--- src/rtl/axis_dac_slew_limiter.sv ---
// Four-channel slew-rate limiter between the SPM control stage and the DAC.
// Each channel steps its current value toward a registered target once per prescaler tick.
module axis_dac_slew_limiter (
  input  logic        a_clk,
  input  logic        reset,
  input  logic [31:0] S_AXIS1_tdata,
  input  logic [31:0] S_AXIS2_tdata,
  input  logic [31:0] S_AXIS3_tdata,
  input  logic [31:0] S_AXIS4_tdata,
  input  logic        S_AXIS1_tvalid,
  input  logic        S_AXIS2_tvalid,
  input  logic        S_AXIS3_tvalid,
  input  logic        S_AXIS4_tvalid,
  input  logic [31:0] slew_step,
  input  logic [15:0] update_period,
  input  logic        enable,
  input  logic        preload,
  output logic [31:0] M_AXIS1_tdata,
  output logic [31:0] M_AXIS2_tdata,
  output logic [31:0] M_AXIS3_tdata,
  output logic [31:0] M_AXIS4_tdata,
  output logic        M_AXIS1_tvalid,
  output logic        M_AXIS2_tvalid,
  output logic        M_AXIS3_tvalid,
  output logic        M_AXIS4_tvalid,
  output logic [3:0]  settled,
  output logic        ready
);

  logic [31:0] w_in_tdata [4];
  logic [3:0]  w_in_tvalid;
  logic [31:0] r_target   [4];
  logic [31:0] r_current  [4];
  logic [31:0] w_current_d[4];
  logic [32:0] w_diff     [4];
  logic [32:0] w_mag      [4];
  logic [3:0]  r_tvalid;
  logic [15:0] r_cnt;
  logic        w_tick;
  logic        w_jump;
  logic        w_step_en;

  always_comb begin
    w_in_tdata[0] = S_AXIS1_tdata;
    w_in_tdata[1] = S_AXIS2_tdata;
    w_in_tdata[2] = S_AXIS3_tdata;
    w_in_tdata[3] = S_AXIS4_tdata;
    w_in_tvalid   = {S_AXIS4_tvalid, S_AXIS3_tvalid, S_AXIS2_tvalid, S_AXIS1_tvalid};
  end

  // >= rather than == so lowering update_period below cnt ticks immediately
  assign w_tick = (r_cnt >= update_period);

  always_ff @(posedge a_clk or posedge reset) begin
    if (reset) begin
      r_cnt <= 16'd0;
    end else if (w_tick) begin
      r_cnt <= 16'd0;
    end else begin
      r_cnt <= r_cnt + 16'd1;
    end
  end

  assign w_jump    = preload | (enable & (slew_step == 32'd0));
  assign w_step_en = enable & (slew_step != 32'd0) & w_tick;

  always_comb begin
    for (int n = 0; n < 4; n++) begin
      w_diff[n] = {r_target[n][31], r_target[n]} - {r_current[n][31], r_current[n]};
      w_mag[n]  = w_diff[n][32] ? (33'd0 - w_diff[n]) : w_diff[n];
      w_current_d[n] = r_current[n];
      if (w_jump) begin
        w_current_d[n] = r_target[n];
      end else if (w_step_en) begin
        // A partial step lands strictly between current and target, so 32-bit math cannot wrap
        if (w_mag[n] <= {1'b0, slew_step}) begin
          w_current_d[n] = r_target[n];
        end else if (w_diff[n][32]) begin
          w_current_d[n] = r_current[n] - slew_step;
        end else begin
          w_current_d[n] = r_current[n] + slew_step;
        end
      end
    end
  end

  always_ff @(posedge a_clk or posedge reset) begin
    if (reset) begin
      for (int n = 0; n < 4; n++) begin
        r_target[n]  <= 32'd0;
        r_current[n] <= 32'd0;
      end
      r_tvalid <= 4'b0000;
    end else begin
      for (int n = 0; n < 4; n++) begin
        if (w_in_tvalid[n]) begin
          r_target[n] <= w_in_tdata[n];
        end
        r_current[n] <= w_current_d[n];
      end
      if (w_jump || w_step_en) begin
        r_tvalid <= 4'b1111;
      end
    end
  end

  always_comb begin
    for (int n = 0; n < 4; n++) begin
      settled[n] = (r_current[n] == r_target[n]);
    end
  end

  assign ready = &settled;

  assign M_AXIS1_tdata  = r_current[0];
  assign M_AXIS2_tdata  = r_current[1];
  assign M_AXIS3_tdata  = r_current[2];
  assign M_AXIS4_tdata  = r_current[3];
  assign M_AXIS1_tvalid = r_tvalid[0];
  assign M_AXIS2_tvalid = r_tvalid[1];
  assign M_AXIS3_tvalid = r_tvalid[2];
  assign M_AXIS4_tvalid = r_tvalid[3];

endmodule

--- config.mk ---
export PLATFORM = sky130hd
export DESIGN_NAME = axis_dac_slew_limiter
export DESIGN_NICKNAME = d
export VERILOG_FILES = /design/src/rtl/axis_dac_slew_limiter.sv
export SDC_FILE = /design/constraint.sdc
export NUM_CORES = 2
export LEC_CHECK = 0
export CORE_ASPECT_RATIO = 1.75
export CORE_MARGIN = 8
export CORE_UTILIZATION = 55
export DETAILED_ROUTE_END_ITERATION = 12
export PLACE_DENSITY = 0.75
export SYNTH_ARGS = -nofsm -noshare
export SYNTH_HDL_FRONTEND = slang
export SYNTH_SLANG_ARGS = --single-unit
--- constraint.sdc ---
create_clock -name a_clk -period 9.59 [get_ports a_clk]
set_input_delay 1.4385 -clock a_clk [delete_from_list [all_inputs] [get_ports a_clk]]
set_output_delay 1.4385 -clock a_clk [all_outputs]
set_load 0.02 [all_outputs]
==> impl_metrics.ini <==
[sta]
hold_viol = 0
rsz0062_at_grt = false
fin_skew_ns = 0.0470
finalSetupTns_ns = 0
relSlewSlack = 0.146
final-setup-viol-count = 0
finalCritPeriodShare = 0.790
fmax_mhz = 132
setup_ws_ns = 2.01
report.final.slew_viol_count = 0
fin_crit_ns = 7.58
worst_pin_slew_ns = 1.27

[floorplan]
ios = 321
start_util = 0.555
num_rows = 120
die_x_um = 204
dieArea_um2 = 70200
die_height_um = 345
core_um2 = 61100

[clocking]
clock_latency_ns = 0.66
cts_setup_buffers = 0
clkSlewWorstSetupHoldPaths_ns = 0.08
cts.sinks = 273
cts_resized = 0
cts_max_path_buffers = 3
cts_made_buffers = 29
cts_tree = built
cts_root_buffer = clkbuf_16
cts-hold-fix-buffers = 0
cts_max_level = 1

[detailed_routing]
ant_nets = 0
wire_per_inst_um = 23.4
wl_um = 124000
drc = 0
dr.pass1.iters = 7
vias = 33600
via_per_inst = 6.33
drtIter0Drc = 2362

[place]
finalWeightedCongestion = 1.02
dpl.hpwl_um = 99500
dpl_worst_slack_ns = 1.78
placed_area_um2 = 37700
io_buffers = 320

[run_status]
status = finished, final reports clean

[yosys]
ys_async_sr_fraction = 1.00
synth_edf_count = 0
syn_area_um2 = 33900
ys_types = 93
synth_seq_cells = 273
synth_area_leaders = dfrtp_1 (20%), ha_1 (15%), xnor2_1 (8.3%)
yosys.area.top_type = dfrtp_1
synth_top_area_frac = 0.201
syn_inst = 4301
yosysWarnings = 0
synth_ff_type = dfrtp_1
syn_avg_cell_area_um2 = 7.89
synthesis.nets = 4895
ys_seq_area_frac = 0.201

[finish]
post-route-cell-area_um2 = 38800
syn2layout_area_growth_pct = 14.3
layout.nets = 5083
drive_gt1_frac = 0.0583

[worst_setup_path]
path_common_cell = o21ai_0
startpoint_type = register
cp_max_fo = 19
slowest_delay_ns = 0.66
slowest_stage = nand2_1
path_class = register to register
critical_path_required_ns = 10.10
path_delay_family = compound AO/OA/AOI/OAI gates
worst_setup_path_end_kind = register
path_buf_inv = 3
cp_cell_sequence = inv_1 > ha_1 > inv_1 > o31ai_1 > nor2b_1 > a211oi_1 > o21ai_0 > a21o_1 > nand2_1 > buf_4 > nor2_1 > xnor2_1 > ha_1 > a21o_1 > a31oi_1 > a311oi_1 > o21ai_0 > a31oi_1 > o21a_1 > nor2_1 > o21ai_0 > xor2_1 > mux2i_1 > o21ai_0
arrival_ns = 8.08

[grt]
grt_max_degree = 116
grt_pass1_vias = 32600
grt_use_total = 0.343
grt_overflow_total = 0
grt_pass1_wl_um = 189000
antenna_found_initial = 11

[worst_hold_path]
hp-class = register to register

[job]
cap_viol_max_count = 0
[synth_stat cells (all sizes together) (14+ instances only)]
cell type / n
nor2: 414
ha: 402
a21oi: 368
xnor2: 323
nand2: 295
dfrtp: 273
inv: 271
o21ai: 257
clkbuf: 160
a21o: 151
xor2: 132
mux2: 122
nand3: 120
nand4: 91
nor3: 77
mux2i: 60
a211oi: 56
nor2b: 52
nand2b: 49
o21a: 49
and3: 42
o221ai: 42
a31oi: 41
buf: 37
nor4: 34
o211ai: 34
or3: 31
o31ai: 29
o21bai: 27
and2: 20
a211o: 18
a221oi: 14
a31o: 14
[routing by layer]
metal  GRT usage  wire, µm  vias to the layer above
li1            -         -                    15900
met1       0.383     46800                    16000
met2       0.583     58000                     1315
met3      0.0599      9150                      379
met4       0.242     10400                        4
met5           0        27                        -
[worst register-to-register path, stage by stage, from the launching register on]
cell,delay (ns)
dfrtp_1,0.55
inv_1,0.11
ha_1,0.47
inv_1,0.14
o31ai_1,0.45
nor2b_1,0.13
a211oi_1,0.40
o21ai_0,0.27
a21o_1,0.27
nand2_1,0.66
buf_4,0.39
nor2_1,0.10
xnor2_1,0.63
ha_1,0.42
a21o_1,0.25
a31oi_1,0.49
a311oi_1,0.30
o21ai_0,0.31
a31oi_1,0.19
o21a_1,0.20
nor2_1,0.15
o21ai_0,0.14
xor2_1,0.16
mux2i_1,0.14
o21ai_0,0.09
[metrics by stage]
stage / utilization / hold WS (ns) / instances
final: 0.634 / 0.531 / 5316
after global routing: 0.634 / 0.555 / 5310
after CTS: 0.634 / 0.540 / 5304
after detailed placement: 0.617 / 0.527 / 5251
after global placement: 0.617 / 0.515 / 5251
after floorplan: - / 0.476 / 4301
[cells by family after synthesis]
group / after synthesis / share of synthesized area
mux: 182 / 0.0583
xor+xnor: 455 / 0.117
compound gates: 1213 / 0.231
fa+ha+maj: 410 / 0.153
flops: 273 / 0.201
buf+inv: 471 / 0.0539
simple gates: 1297 / 0.185
[cell type report]
cell class	count	area (µm²)
Clock inverter	17	216
Multi-Input combinational cell	3557	25400
Inverter	274	1040
Sequential cell	273	6830
Timing Repair Buffer	354	3480
Tap cell	793	992
Clock buffer	36	802
Antenna cell	12	30.0
Fill cell	5544	22300
[final timing paths]
path | start | to | slack (ns) | depth (start not counted)
hold reg to reg | r_target[67] | M_AXIS2_tdata[3] | 0.53 | 2
hold / removal | r_target[67] | M_AXIS2_tdata[3] | 0.53 | 2
max in group asynchronous | reset | M_AXIS3_tdata[18] | 6.92 | 3
setup / recovery | M_AXIS4_tdata[12] | M_AXIS4_tdata[30] | 2.01 | 24
min in group asynchronous | reset | r_target[120] | 1.24 | 2
setup reg to reg | M_AXIS4_tdata[12] | M_AXIS4_tdata[30] | 2.01 | 24
[sequential cells by signal (all words and copies together), names as in the netlist]
register	cells
M_AXIS3_tdata	32
M_AXIS4_tdata	32
r_tvalid	1
M_AXIS1_tdata	32
r_target	128
r_cnt	16
M_AXIS2_tdata	32
[placed cells by master, fill, tap and decap left out, types with 49 or more instances in the layout]
| cell type | count |
|---|---|
| nand3_1 | 120 |
| nor2b_1 | 52 |
| clkdlybuf4s50_1 | 319 |
| mux2i_1 | 60 |
| nand2_1 | 295 |
| a21o_1 | 150 |
| inv_1 | 270 |
| nand4_1 | 91 |
| nor2_1 | 414 |
| ha_1 | 402 |
| dfrtp_1 | 273 |
| mux2_2 | 121 |
| o21a_1 | 49 |
| a21oi_1 | 366 |
| xnor2_1 | 323 |
| nor3_1 | 77 |
| o21ai_0 | 228 |
| xor2_1 | 132 |
| nand2b_1 | 49 |
| a211oi_1 | 56 |
Power is not shown: default switching activity piles up to over one toggle a cycle in this logic, so the estimate is an artifact.
